--- src/rtl/shader_fade_ctrl.sv ---
// Brightness sequencer for the pixel shader's 4-bit bright input.
// Holds, fades up, fades down or pulses the level at a prescaled step rate
// and emits a one-cycle done pulse when a sequence completes.
//
// state  | meaning
// -------+-----------------------------------------------------------
// IDLE   | waiting for a command; hold and degenerate commands finish here
// UP     | ramping bright up toward the latched target
// DOWN   | ramping bright down toward the latched target
// P_UP   | pulse rising half, ramps up to the latched peak
// P_DOWN | pulse falling half, ramps down to zero then repeats or ends
module shader_fade_ctrl #(
    parameter int TICK_DIV = 25_000_000,
    parameter int STEP     = 1
) (
    input  logic       clk,
    input  logic       rst,
    input  logic       start,
    input  logic       abort,
    input  logic [1:0] mode,
    input  logic [3:0] target,
    input  logic [3:0] cycles,
    output logic [3:0] bright,
    output logic       busy,
    output logic       done
);

    typedef enum logic [2:0] {
        IDLE   = 3'd0,
        UP     = 3'd1,
        DOWN   = 3'd2,
        P_UP   = 3'd3,
        P_DOWN = 3'd4
    } state_t;

    localparam int              PW        = (TICK_DIV > 1) ? $clog2(TICK_DIV) : 1;
    localparam logic [PW-1:0]   PRESC_MAX = PW'(TICK_DIV - 1);
    localparam logic [4:0]      STEP5     = 5'(STEP);

    state_t        state;
    logic [PW-1:0] presc;
    logic [3:0]    tgt;
    logic [3:0]    cycles_q;
    logic [3:0]    pulse_cnt;

    logic          tick;
    logic [4:0]    sum5;
    logic [4:0]    diff5;
    logic [3:0]    up_lv;
    logic [3:0]    floor_lv;
    logic [3:0]    dn_lv;

    // Next-level arithmetic, done one bit wider so the clamps can see overflow/borrow.
    always_comb begin
        tick     = (presc == PRESC_MAX);
        sum5     = {1'b0, bright} + STEP5;
        diff5    = {1'b0, bright} - STEP5;
        up_lv    = (sum5 > {1'b0, tgt}) ? tgt : sum5[3:0];
        floor_lv = diff5[4] ? 4'd0 : diff5[3:0];
        dn_lv    = (floor_lv > tgt) ? floor_lv : tgt;
    end

    // Sequencer FSM with prescaler, pulse counter and registered outputs.
    always_ff @(posedge clk) begin
        if (rst) begin
            state     <= IDLE;
            presc     <= '0;
            tgt       <= 4'd0;
            cycles_q  <= 4'd0;
            pulse_cnt <= 4'd0;
            bright    <= 4'd0;
            busy      <= 1'b0;
            done      <= 1'b0;
        end else begin
            done <= 1'b0;
            if (state == IDLE) begin
                presc <= '0;
                if (start && !abort) begin
                    tgt      <= target;
                    cycles_q <= cycles;
                    case (mode)
                        2'b00: begin
                            bright <= target;
                            done   <= 1'b1;
                        end
                        2'b01: begin
                            if (target <= bright) begin
                                done <= 1'b1;
                            end else begin
                                state <= UP;
                                busy  <= 1'b1;
                            end
                        end
                        2'b10: begin
                            if (target >= bright) begin
                                done <= 1'b1;
                            end else begin
                                state <= DOWN;
                                busy  <= 1'b1;
                            end
                        end
                        default: begin
                            if (target == 4'd0) begin
                                done <= 1'b1;
                            end else begin
                                pulse_cnt <= cycles;
                                state     <= P_UP;
                                busy      <= 1'b1;
                            end
                        end
                    endcase
                end
            end else if (abort) begin
                // bright deliberately left frozen at its current level
                state     <= IDLE;
                busy      <= 1'b0;
                presc     <= '0;
                pulse_cnt <= 4'd0;
            end else if (!tick) begin
                presc <= presc + 1'b1;
            end else begin
                presc <= '0;
                case (state)
                    UP: begin
                        bright <= up_lv;
                        if (up_lv == tgt) begin
                            state <= IDLE;
                            busy  <= 1'b0;
                            done  <= 1'b1;
                        end
                    end
                    DOWN: begin
                        bright <= dn_lv;
                        if (dn_lv == tgt) begin
                            state <= IDLE;
                            busy  <= 1'b0;
                            done  <= 1'b1;
                        end
                    end
                    P_UP: begin
                        bright <= up_lv;
                        if (up_lv == tgt) begin
                            state <= P_DOWN;
                        end
                    end
                    P_DOWN: begin
                        bright <= floor_lv;
                        if (floor_lv == 4'd0) begin
                            if (cycles_q == 4'd0) begin
                                state <= P_UP;
                            end else if (pulse_cnt == 4'd1) begin
                                pulse_cnt <= 4'd0;
                                state     <= IDLE;
                                busy      <= 1'b0;
                                done      <= 1'b1;
                            end else begin
                                pulse_cnt <= pulse_cnt - 4'd1;
                                state     <= P_UP;
                            end
                        end
                    end
                    default: begin
                        state <= IDLE;
                        busy  <= 1'b0;
                    end
                endcase
            end
        end
    end

endmodule

--- config.mk ---
export PLATFORM = sky130hd
export DESIGN_NAME = shader_fade_ctrl
export DESIGN_NICKNAME = d
export VERILOG_FILES = /design/src/rtl/shader_fade_ctrl.sv
export SDC_FILE = /design/constraint.sdc
export NUM_CORES = 1
export LEC_CHECK = 0
export BUFFER_PORTS_ARGS = -buffer_cell sky130_fd_sc_hd__buf_2
export CORE_MARGIN = 1
export CORE_UTILIZATION = 39
export DETAILED_ROUTE_END_ITERATION = 10
export MAX_ROUTING_LAYER = met4
export PLACE_DENSITY = 0.55
export SLEW_MARGIN = 10
export SYNTH_ARGS = -nofsm -noshare
export SYNTH_HDL_FRONTEND = slang
export SYNTH_SLANG_ARGS = --single-unit
--- constraint.sdc ---
create_clock -name clk -period 6 [get_ports clk]
set_input_delay 0.3 -clock clk [delete_from_list [all_inputs] [get_ports clk]]
set_output_delay 0.3 -clock clk [all_outputs]
set_load 0.1 [all_outputs]
After elaboration in Yosys (flattened, before gate mapping)
Cells that the tools add are included.
- register bits: 46
- output and inout bits: 6
- word-level logic and storage cells: 125
- add/subtract/negate cells: 4
- magnitude comparators: 4
- eq/ne operators: 27
- mux-type cells: 62
- reductions and logical operators: 20
- operators with widths (kind ; count):
    $mux W4 ; 18
    $mux W3 ; 11
    $add A25 B1 Y25 const B ; 1
    $eq A25 B25 Y1 const B ; 1
    $mux W1 ; 24
    $ne A4 B4 Y1 const B ; 6
    $logic_not A4 Y1 ; 3
    $ne A3 B3 Y1 const B ; 4
    $pmux W3 S4 ; 1
    $pmux W4 S3 ; 1
    $reduce_and A12 Y1 ; 1
    $reduce_and A10 Y1 ; 1
    $pmux W1 S3 ; 3
    $pmux W3 S3 ; 1
    $reduce_bool A3 Y1 ; 3
    $eq A4 B4 Y1 ; 2
    $reduce_and A7 Y1 ; 1
    $eq A3 B2 Y1 const B ; 2
    $ne A2 B1 Y1 const B ; 3
    $ne A2 B2 Y1 const B ; 3
    $add A4 B1 Y5 const B ; 1
    $gt A5 B4 Y1 ; 1
    $reduce_and A5 Y1 ; 1
    $sub A4 B1 Y5 const B ; 1
    22 further kinds ; 23

Longest topological paths before layout
Gate-level depths: netlist of the first run.
- word-level depth: 10
- depth in mapped cells: 15
- depth with buffers taken out: 13

Worst setup path after synthesis of the first run
OpenSTA, ideal clock, no wires.
- kind: flip-flop to flip-flop
- from: reg bright[0]
- to: reg state[1]
- arrival time: 3.957 ns
- required time: 5.930 ns
- setup slack: 1.972 ns
- stages on the path, launching flop included: 15
- period minus slack after synthesis: 4.028 ns
- path through: dfxtp_1 -> buf_2 -> inv_1 -> ha_1 -> buf_4 -> nor3b_2 -> nor2_1 -> ha_1 -> nor2b_1 -> a2bb2oi_1 -> maj3_2 -> a21o_1 -> a31o_1 -> or4b_1 -> a21oi_1
- longest elaborated chain between the ends: 7
- elaborated cells between the ends (all ways): 19
- those cells by class: add/sub: 2; order compare: 4; eq/ne: 8; mux: 3; reduce/logical: 2
- RTL lines (what ; line ; text):
    start: declaration ; 23 ; output logic [3:0] bright,
    start signal: assignment ; 83 ; bright <= target;
    start signal: assignment ; 125 ; bright <= up_lv;
    start signal: assignment ; 133 ; bright <= dn_lv;
    $sub A4 B1 Y5 ; 57 ; diff5 = {1'b0, bright} - STEP5;
    $mux W4 ; 59 ; floor_lv = diff5[4] ? 4'd0 : diff5[3:0];
    $gt A4 B4 Y1 ; 60 ; dn_lv = (floor_lv > tgt) ? floor_lv : tgt;
    $mux W4 ; 60 ;
    $eq A4 B4 Y1 ; 134 ; if (dn_lv == tgt) begin
    $ne A4 B4 Y1 (no line) ; n/a ;
    $reduce_and A10 Y1 (no line) * ; n/a ;
    end signal: assignment ; 66 ; state <= IDLE;
    end signal: assignment ; 135 ; state <= IDLE;
    end signal: assignment ; 143 ; state <= P_DOWN;
    end: declaration ; 40 ; state_t state;
Every way passes the cells marked *; elsewhere a longest branch is shown, timed or not.
A chain may end at the register's enable or synchronous reset.

Final worst setup path of the first run
Same ends and word-level chain as after synthesis.

==> results_dict.tcl, run 1 <==
set metrics [dict create \
    synth_xor_area_share_pct 8.105 \
    crit_path_end_kind "flop" \
    critical_path_arrival_ns 3.91 \
    path_clk_slew_ns 0.10 \
    n_antenna_cell 0 \
    viasPerCell 5.506 \
    slew-limit-headroom_pct 38.77 \
    syn-num-nets 449 \
    power.density_nw_per_um2 261.6 \
    synth_top_family_by_area "simple AND/OR/NAND/NOR gates" \
    synth_compound_gate_area_share_pct 20.95 \
    syn-cell-area_um2 3196 \
    rsz0062_at_grt "no" \
    ys_warn_count 0 \
    ioPinCount 20 \
    skew_ns 0.01147 \
    cp_slowest_cell "dfxtp_1" \
    nFillCells 808 \
    synthAdderAreaFrac_pct 9.358 \
    drt_iter0_drc 167 \
    dp.final_hpwl_um 5851 \
    syn-instance-count 412 \
    finalSetupTns_ns 0 \
    postCtsSetupRepairBufs 0 \
    drc 0 \
    yosysSeqAreaShare_pct 28.82 \
    cpMostUsedCell "ha_1" \
    syn_area_per_cell_um2 7.756 \
    hold_class "in2reg" \
    grt_use_total_pct 20.28 \
    cts_resized 0 \
    worstPathRequired_ns 6.24 \
    setup_viol 0 \
    final_cell_mix "51 x nor2_1, 46 x nand2_1, 46 x dfxtp_1" \
    critPathLaunchType "flop" \
    leakage_nw 1.283 \
    worst_slew_pin_slew_ns 0.9165 \
    grt.overflow.total 0 \
    hold_slack_ns 0.2393 \
    slew_violations 0 \
    cts_sinks 46 \
    finalWirelength_um 7847 \
    vias 2896 \
    die_w_um 92.52 \
    grt_pass1_wl_um 13570 \
    die_y_um 92.52 \
    critical_path_class "reg2reg" \
    final_common_cell "nor2_1" \
    cts_inserted_buffers 5 \
    layout_worst_path_cycle_share_pct 61.10 \
    nNetsFinal 460 \
    start_util_pct 40.93 \
    numPortBuffers 19 \
    clock-root-buffer "clkbuf_8" \
    min_period_ns 3.666 \
    ys_dominant_reg_cell "dfxtp_1" \
    max-vdd-ir-drop_v 0.0001263 \
    synthSimpleGateAreaFrac_pct 26.04 \
    cts_tree "yes" \
    synth.mux.area_fraction_pct 1.919 \
    ant_nets 0 \
    antenna_found_initial 0 \
    cts_buffer_depth 2 \
    wire_per_inst_um 14.92 \
    fp.dieArea_um2 8560 \
    async_flop_share_pct 0 \
    first_pass_iters 4 \
    htree_levels 2 \
    critPathMaxStageDelay_ns 0.65 \
    ys_ff_latch 46 \
    grt_max_degree 25 \
    clock_latency_ns 0.32 \
    syn_to_final_growth_pct 8.536 \
    grt_pass1_vias 2809 \
    fp.coreArea_um2 7807 \
    gp_congestion 0.8903 \
    r2r_slack_ns 2.33 \
    clock.fmax_mhz 272.8 \
    seqCellArea_um2 920.9 \
    status "completed" \
    path_cells "inv_1 -> ha_1 -> nor3b_2 -> nor2_1 -> ha_1 -> nor2b_1 -> a2bb2oi_1 -> maj3_2 -> a21o_1 -> a31o_1 -> or4b_1 -> a21oi_1" \
    cp_max_fo 14 \
    synth-edff-count 0 \
    layout-drive-gt1-share_pct 9.434 \
    synth_cell_type_count 64 \
    cts_hold_buffers 0 \
    finalHoldViolations 0 \
    maxCapViolations 0 \
    multi_input_area_um2 2121 \
    fp-row-count 32 \
]
## layer usage
metal  vias up  global-route usage (%)  share of wire [%]
li1       1489                       -                  -
met1      1331                   26.65                 48
met2        69                   32.53                 46
met3         7                   2.791                4.2
met5         -                       -                  0
met4         0                   5.599                1.2
## cells by family after synthesis
logic type / after synthesis
adders and majority gates: 24
DFF: 46
muxes: 6
xor gates and xnor gates: 28
buffers and inverters: 38
AOI/OAI and AO/OA: 102
and+or+nand+nor: 168
## through the flow
stage               worst slack, ns  power [mW]  area, um^2  utilization (%)  std cells
floorplan                     1.972      0.5931        3196                -        412
global placement              2.475      0.6601        3351            42.92        518
detailed placement            2.406      0.6597        3351            42.92        518
CTS                           2.356      0.9094        3468            44.42        526
global route                  1.988      0.9680        3468            44.42        526
finish                        2.334      0.9072        3468            44.42        526
## sequential cells by signal, summed over array words and instances (netlist names)
name       count
bright         4
busy           1
cycles_q       4
done           1
presc         25
pulse_cnt      4
state          3
tgt            4
## worst max-delay path: cells and delay by family, from the launching register on
family / cells / cell delay [ns]
fa+ha+maj: 3 / 0.96
compound gates: 4 / 0.81
buf+inv: 1 / 0.09
flops: 1 / 0.65
simple gates: 4 / 1.09
## cell usage after synthesis (3+ instances only)
cell type | count | area (um^2)
nor3_1 | 9 | 45.04
nor2b_1 | 7 | 43.79
o211ai_1 | 6 | 45.04
nand3_1 | 8 | 40.04
xor2_1 | 9 | 78.83
o21ai_0 | 23 | 115.1
clkbuf_1 | 8 | 30.03
inv_1 | 23 | 86.33
nand4_1 | 10 | 62.56
a21oi_1 | 27 | 135.1
xnor2_1 | 18 | 157.7
mux2i_1 | 5 | 50.05
a221oi_1 | 3 | 26.28
or3_1 | 6 | 37.54
and3_1 | 6 | 37.54
a21o_1 | 3 | 22.52
a31oi_1 | 3 | 18.77
a22o_1 | 4 | 35.03
o22ai_1 | 3 | 18.77
nand2_1 | 46 | 172.7
a211oi_1 | 6 | 45.04
nand2b_1 | 4 | 25.02
nor2_1 | 51 | 191.4
dfxtp_1 | 46 | 920.9
buf_2 | 6 | 30.03
o31ai_1 | 3 | 22.52
ha_1 | 23 | 287.8
## power by group
group / switching [mW] / leakage (nW) / total (mW) / internal [mW]
Sequential: 0.0256 / 0.373 / 0.349 / 0.324
Combinational: 0.193 / 0.854 / 0.307 / 0.114
Clock: 0.123 / 0.0563 / 0.251 / 0.127
Total: 0.342 / 1.28 / 0.907 / 0.565
## final cells by class
class / count / area share [%]
Clock inverter: 3 / 1.407
Clock buffer: 5 / 1.984
Timing Repair Buffer: 19 / 2.742
Inverter: 23 / 2.489
Multi-Input combinational cell: 328 / 61.15
Tap cell: 102 / 3.680
Sequential cell: 46 / 26.55
## path summary, 6_finish.rpt
check | to | start | depth (start not counted)
worst max register to register | state[1] | bright[0] | 12
worst max-delay path | state[1] | bright[0] | 12
worst min-delay path | cycles_q[1] | cycles[1] | 3
worst min register to register | presc[0] | presc[0] | 1
No activity file was read; power rests on OpenSTA's default activity.
==> run 2: changes to the inputs <==
==> constraint.sdc (replaced) <==
create_clock -name clk -period 3.61 [get_ports clk]
set_input_delay 0.1805 -clock clk [delete_from_list [all_inputs] [get_ports clk]]
set_output_delay 0.1805 -clock clk [all_outputs]
set_load 0.1 [all_outputs]
==> results_dict.tcl, run 2 (synthesis gave the netlist of run 1 again) <==
set metrics [dict create \
    status "completed" \
    gp_congestion 0.8936 \
    fp.dieArea_um2 8560 \
    syn_to_final_growth_pct 8.575 \
    hold_slack_ns 0.1211 \
    rsz0062_at_grt "no" \
    grt_use_total_pct 19.48 \
    antenna_found_initial 0 \
    grt_pass1_vias 2707 \
    drt_iter0_drc 109 \
    dp.final_hpwl_um 5860 \
    cts_resized 0 \
    cp.depth 12 \
    crit_path_end_kind "flop" \
    grt.overflow.total 0 \
    grt_max_degree 25 \
    path_delay_family "simple AND/OR/NAND/NOR gates" \
    critical_path_arrival_ns 3.67 \
    worstPathRequired_ns 3.85 \
    die_w_um 92.52 \
    viasPerCell 5.542 \
    wire_per_inst_um 14.78 \
    ioPinCount 20 \
    power_mw 1.441 \
    r2r_slack_ns 0.18 \
    leakage_nw 1.289 \
    postCtsSetupRepairBufs 0 \
    maxCapViolations 0 \
    numPortBuffers 19 \
    clock.fmax_mhz 291.8 \
    crit_end "state[1]" \
    vias 2926 \
    finalWirelength_um 7806 \
    n_antenna_cell 0 \
    htree_levels 2 \
    clock_latency_ns 0.31 \
    cts_hold_buffers 0 \
    first_pass_iters 4 \
    cts_sinks 46 \
    nNetsFinal 462 \
    hold_class "in2reg" \
    min_period_ns 3.427 \
    rr_startpoint "bright[0]" \
    largest_register_ffs 25 \
    setup_viol 0 \
    critPathLaunchType "flop" \
    final_cell_mix "51 x nor2_1, 46 x nand2_1, 43 x dfxtp_1" \
    critPathMaxStageDelay_ns 0.51 \
    start_util_pct 40.93 \
    cp_slowest_cell "or4b_1" \
    die_y_um 92.52 \
    r2r-end "state[1]" \
    ant_nets 0 \
    largest-register "presc" \
    final_common_cell "nor2_1" \
    power.density_nw_per_um2 415.4 \
    layout-drive-gt1-share_pct 10.56 \
    finalHoldViolations 0 \
    grt_pass1_wl_um 13030 \
    fp-row-count 32 \
    path_clk_slew_ns 0.10 \
    slew-limit-headroom_pct 46.85 \
    finalSetupTns_ns 0 \
    worst_slew_pin_slew_ns 0.7953 \
    critical_path_class "reg2reg" \
    drc 0 \
    slew_violations 0 \
    reg2regPathDepth 12 \
    cts_buffer_depth 2 \
    startpoint "bright[0]" \
    path_buf_inv 1 \
    clock-root-buffer "clkbuf_8" \
    cpMostUsedCell "ha_1" \
    path_cells "inv_1 -> ha_1 -> nor3b_2 -> nor2_1 -> ha_1 -> nor2b_1 -> a2bb2oi_1 -> maj3_2 -> a21o_1 -> a31o_1 -> or4b_1 -> a21oi_1" \
    layout_worst_path_cycle_share_pct 94.93 \
    cts_inserted_buffers 5 \
    cp_max_fo 14 \
    cts_tree "yes" \
    fp.coreArea_um2 7807 \
    post-place-cells 520 \
    max-vdd-ir-drop_v 0.0001712 \
    final_cells 528 \
    skew_ns 0.01396 \
]
run 2: cell count changes in the layout (fill, tap and decap cells not counted), sizes merged:
| cell | before | now |
|---|---|---|
| buf | 19 | 21 |
| bufinv | 1 | 0 |
| clkinv | 0 | 1 |
| clkinvlp | 1 | 0 |
| inv | 24 | 25 |
run 2: worst min-delay path by stage:
stage / start / to / slack (ns) / cells past startpoint
floorplan: cycles[0] / cycles_q[0] / 0.32 / 2
global placement: presc[0] / presc[0] / 0.43 / 1
detailed placement: presc[0] / presc[0] / 0.44 / 1
CTS: cycles[1] / cycles_q[1] / 0.12 / 3
global route: cycles[2] / cycles_q[2] / 0.12 / 3
finish: cycles[1] / cycles_q[1] / 0.12 / 3
run 2: through the flow:
step	setup slack [ns]	util [%]	area (um^2)
2_1_floorplan	0.1150	-	3202
3_3_place_gp	0.3548	43.19	3372
3_5_place_dp	0.2608	43.19	3372
4_1_cts	0.2206	44.44	3470
5_1_grt	0.03688	44.44	3470
6_report	0.1829	44.44	3470
run 2: report_power, final:
part	switching [mW]	internal, mW	leakage (nW)
logic	0.323	0.195	0.864
registers	0.0439	0.538	0.374
clock network	0.196	0.145	0.0506
total	0.563	0.878	1.29
run 2: final cells by class:
type	count	area [um^2]
inverter	23	86.33
clock buffer	5	68.82
fill	821	4338
multi-input combinational	328	2121
tap	102	127.6
timing repair buffer	21	110.1
sequential	46	927.1
clock inverter	3	28.78
run 2: worst reg2reg max path, cell delays in order, from the launching register on:
cell and delay, ns:
dfxtp_4 0.45, inv_1 0.06, ha_1 0.30, nor3b_2 0.21
nor2_1 0.24, ha_1 0.31, nor2b_1 0.14, a2bb2oi_1 0.13
maj3_2 0.33, a21o_1 0.28, a31o_1 0.26, or4b_1 0.51
a21oi_1 0.14
run 2: metal layers:
| metal | routed length [um] | global-route usage [%] |
|---|---|---|
| met1 | 3906 | 25.94 |
| met2 | 3572 | 30.25 |
| met3 | 206 | 3.284 |
| met4 | 122 | 5.729 |
| met5 | 0 | - |
==> run 3: changes to the inputs <==
--- a/config.mk
+++ b/config.mk
@@ -7,10 +7,10 @@
 export LEC_CHECK = 0
 export BUFFER_PORTS_ARGS = -buffer_cell sky130_fd_sc_hd__buf_2
 export CORE_MARGIN = 1
-export CORE_UTILIZATION = 39
+export CORE_UTILIZATION = 61
 export DETAILED_ROUTE_END_ITERATION = 10
 export MAX_ROUTING_LAYER = met4
-export PLACE_DENSITY = 0.55
+export PLACE_DENSITY = 0.8
 export SLEW_MARGIN = 10
 export SYNTH_ARGS = -nofsm -noshare
 export SYNTH_HDL_FRONTEND = slang
==> results_dict.tcl, run 3 (synthesis gave the netlist of run 1 again) <==
set metrics [dict create \
    rr_startpoint "bright[0]" \
    r2r_slack_ns 0.26 \
    viasPerCell 6.073 \
    nNetsFinal 462 \
    hold_path_depth 3 \
    cts_buffer_depth 2 \
    cp_slowest_cell "or4b_1" \
    cts_resized 0 \
    fin_util_pct 70.49 \
    hold_class "in2reg" \
    gp_congestion 0.9850 \
    nFillCells 432 \
    die_y_um 74.38 \
    min_to "cycles_q[1]" \
    clock-root-buffer "clkbuf_8" \
    drt_iter0_drc 225 \
    grt_use_total_pct 28.98 \
    setup_viol 0 \
    path_clk_slew_ns 0.09 \
    largest_register_ffs 25 \
    slew_violations 0 \
    r2r-end "state[1]" \
    finalWirelength_um 7498 \
    grt_pass1_wl_um 11830 \
    critical_path_class "reg2reg" \
    dp.final_hpwl_um 5691 \
    fp.dieArea_um2 5532 \
    leakage_nw 1.294 \
    final_cell_mix "50 x nor2_1, 46 x nand2_1, 43 x dfxtp_1" \
    critPathLaunchType "flop" \
    cts_tree "yes" \
    min_period_ns 3.355 \
    numPortBuffers 19 \
    ioPinCount 20 \
    drc 0 \
    rsz0062_at_grt "no" \
    vias 2994 \
    ant_nets 0 \
    first_pass_iters 5 \
    htree_levels 2 \
    skew_ns 0.005272 \
    finalSetupTns_ns 0 \
    fp-row-count 25 \
    max-vdd-ir-drop_v 0.0003304 \
    path_cells "inv_1 -> ha_1 -> nor3b_2 -> nor2_2 -> ha_1 -> nor2b_1 -> a2bb2oi_1 -> maj3_2 -> a21o_1 -> a31o_1 -> or4b_1 -> a21oi_1" \
    crit_path_end_kind "flop" \
    grt_pass1_vias 2602 \
    reg2regPathDepth 12 \
    die_w_um 74.38 \
    fp.coreArea_um2 4880 \
    cts_inserted_buffers 5 \
    cp_max_fo 14 \
    postCtsSetupRepairBufs 0 \
    cpMostUsedCell "ha_1" \
    clock_latency_ns 0.30 \
    start_util_pct 65.49 \
    grt.overflow.total 0 \
    wire_per_inst_um 15.21 \
    maxCapViolations 0 \
    worstPathRequired_ns 3.84 \
    finalHoldViolations 0 \
    layout_worst_path_cycle_share_pct 92.94 \
    critPathMaxStageDelay_ns 0.51 \
    antenna_found_initial 0 \
    final_common_cell "nor2_1" \
    critical_path_arrival_ns 3.58 \
    min_from "cycles[1]" \
    largest-register "presc" \
    grt_max_degree 25 \
    clock.fmax_mhz 298.1 \
    slew-limit-headroom_pct 47.03 \
    layout-drive-gt1-share_pct 10.56 \
    cts_sinks 46 \
    n_antenna_cell 0 \
    worst_slew_pin_slew_ns 0.7926 \
    syn_to_final_growth_pct 7.635 \
    status "completed" \
    power.density_nw_per_um2 430.6 \
    cts_hold_buffers 0 \
]
run 3: cell type report:
| type | instances | area [um^2] | share of cell area (%) |
|---|---|---|---|
| Inverter | 23 | 86.33 | 2.510 |
| Sequential cell | 46 | 927.1 | 26.96 |
| Multi-Input combinational cell | 328 | 2123 | 61.73 |
| Clock inverter | 2 | 36.28 | 1.055 |
| Clock buffer | 6 | 72.57 | 2.110 |
| Timing Repair Buffer | 21 | 110.1 | 3.201 |
| Tap cell | 67 | 83.83 | 2.437 |
run 3: stage by stage:
| step | instances | area, um^2 | total power [mW] | hold slack (ns) | worst slack [ns] |
|---|---|---|---|---|---|
| final | 493 | 3440 | 1.481 | 0.1248 | 0.2550 |
| after global routing | 493 | 3440 | 1.557 | 0.1355 | 0.04304 |
| after CTS | 493 | 3437 | 1.477 | 0.1239 | 0.2217 |
| after detailed placement | 485 | 3328 | 1.099 | 0.4439 | 0.2510 |
| after global placement | 485 | 3328 | 1.085 | 0.4342 | 0.3824 |
| after floorplan | 412 | 3202 | 0.9856 | 0.3165 | 0.1150 |
run 3: worst max-delay path, delay by kind of cell (launching register included):
family                     cells  cell delay, ns
DFF                            1            0.41
adders and majority gates      3            0.97
and+or+nand+nor                4            1.04
buffers and inverters          1            0.07
AOI/OAI and AO/OA              4            0.80
run 3: report_power, final:
group	total, mW	switching, mW	internal (mW)
registers	0.580	0.0425	0.538
clock network	0.382	0.174	0.207
logic	0.519	0.324	0.195
total	1.48	0.541	0.940
run 3: worst max path at each step:
stage	from	to	cells past startpoint
floorplan	bright[3]	state[1]	11
global placement	bright[0]	state[1]	12
detailed placement	bright[0]	state[1]	12
CTS	bright[0]	state[1]	12
global route	bright[0]	state[1]	12
finish	bright[0]	state[1]	12
run 3: per-layer routing:
metal / part of all wire (%) / track usage, % / vias up
met5: 0 / - / -
met2: 46 / 45.75 / 89
met4: 1.3 / 9.015 / 0
li1: - / - / 1503
met3: 4.6 / 3.794 / 10
met1: 48 / 38.49 / 1392
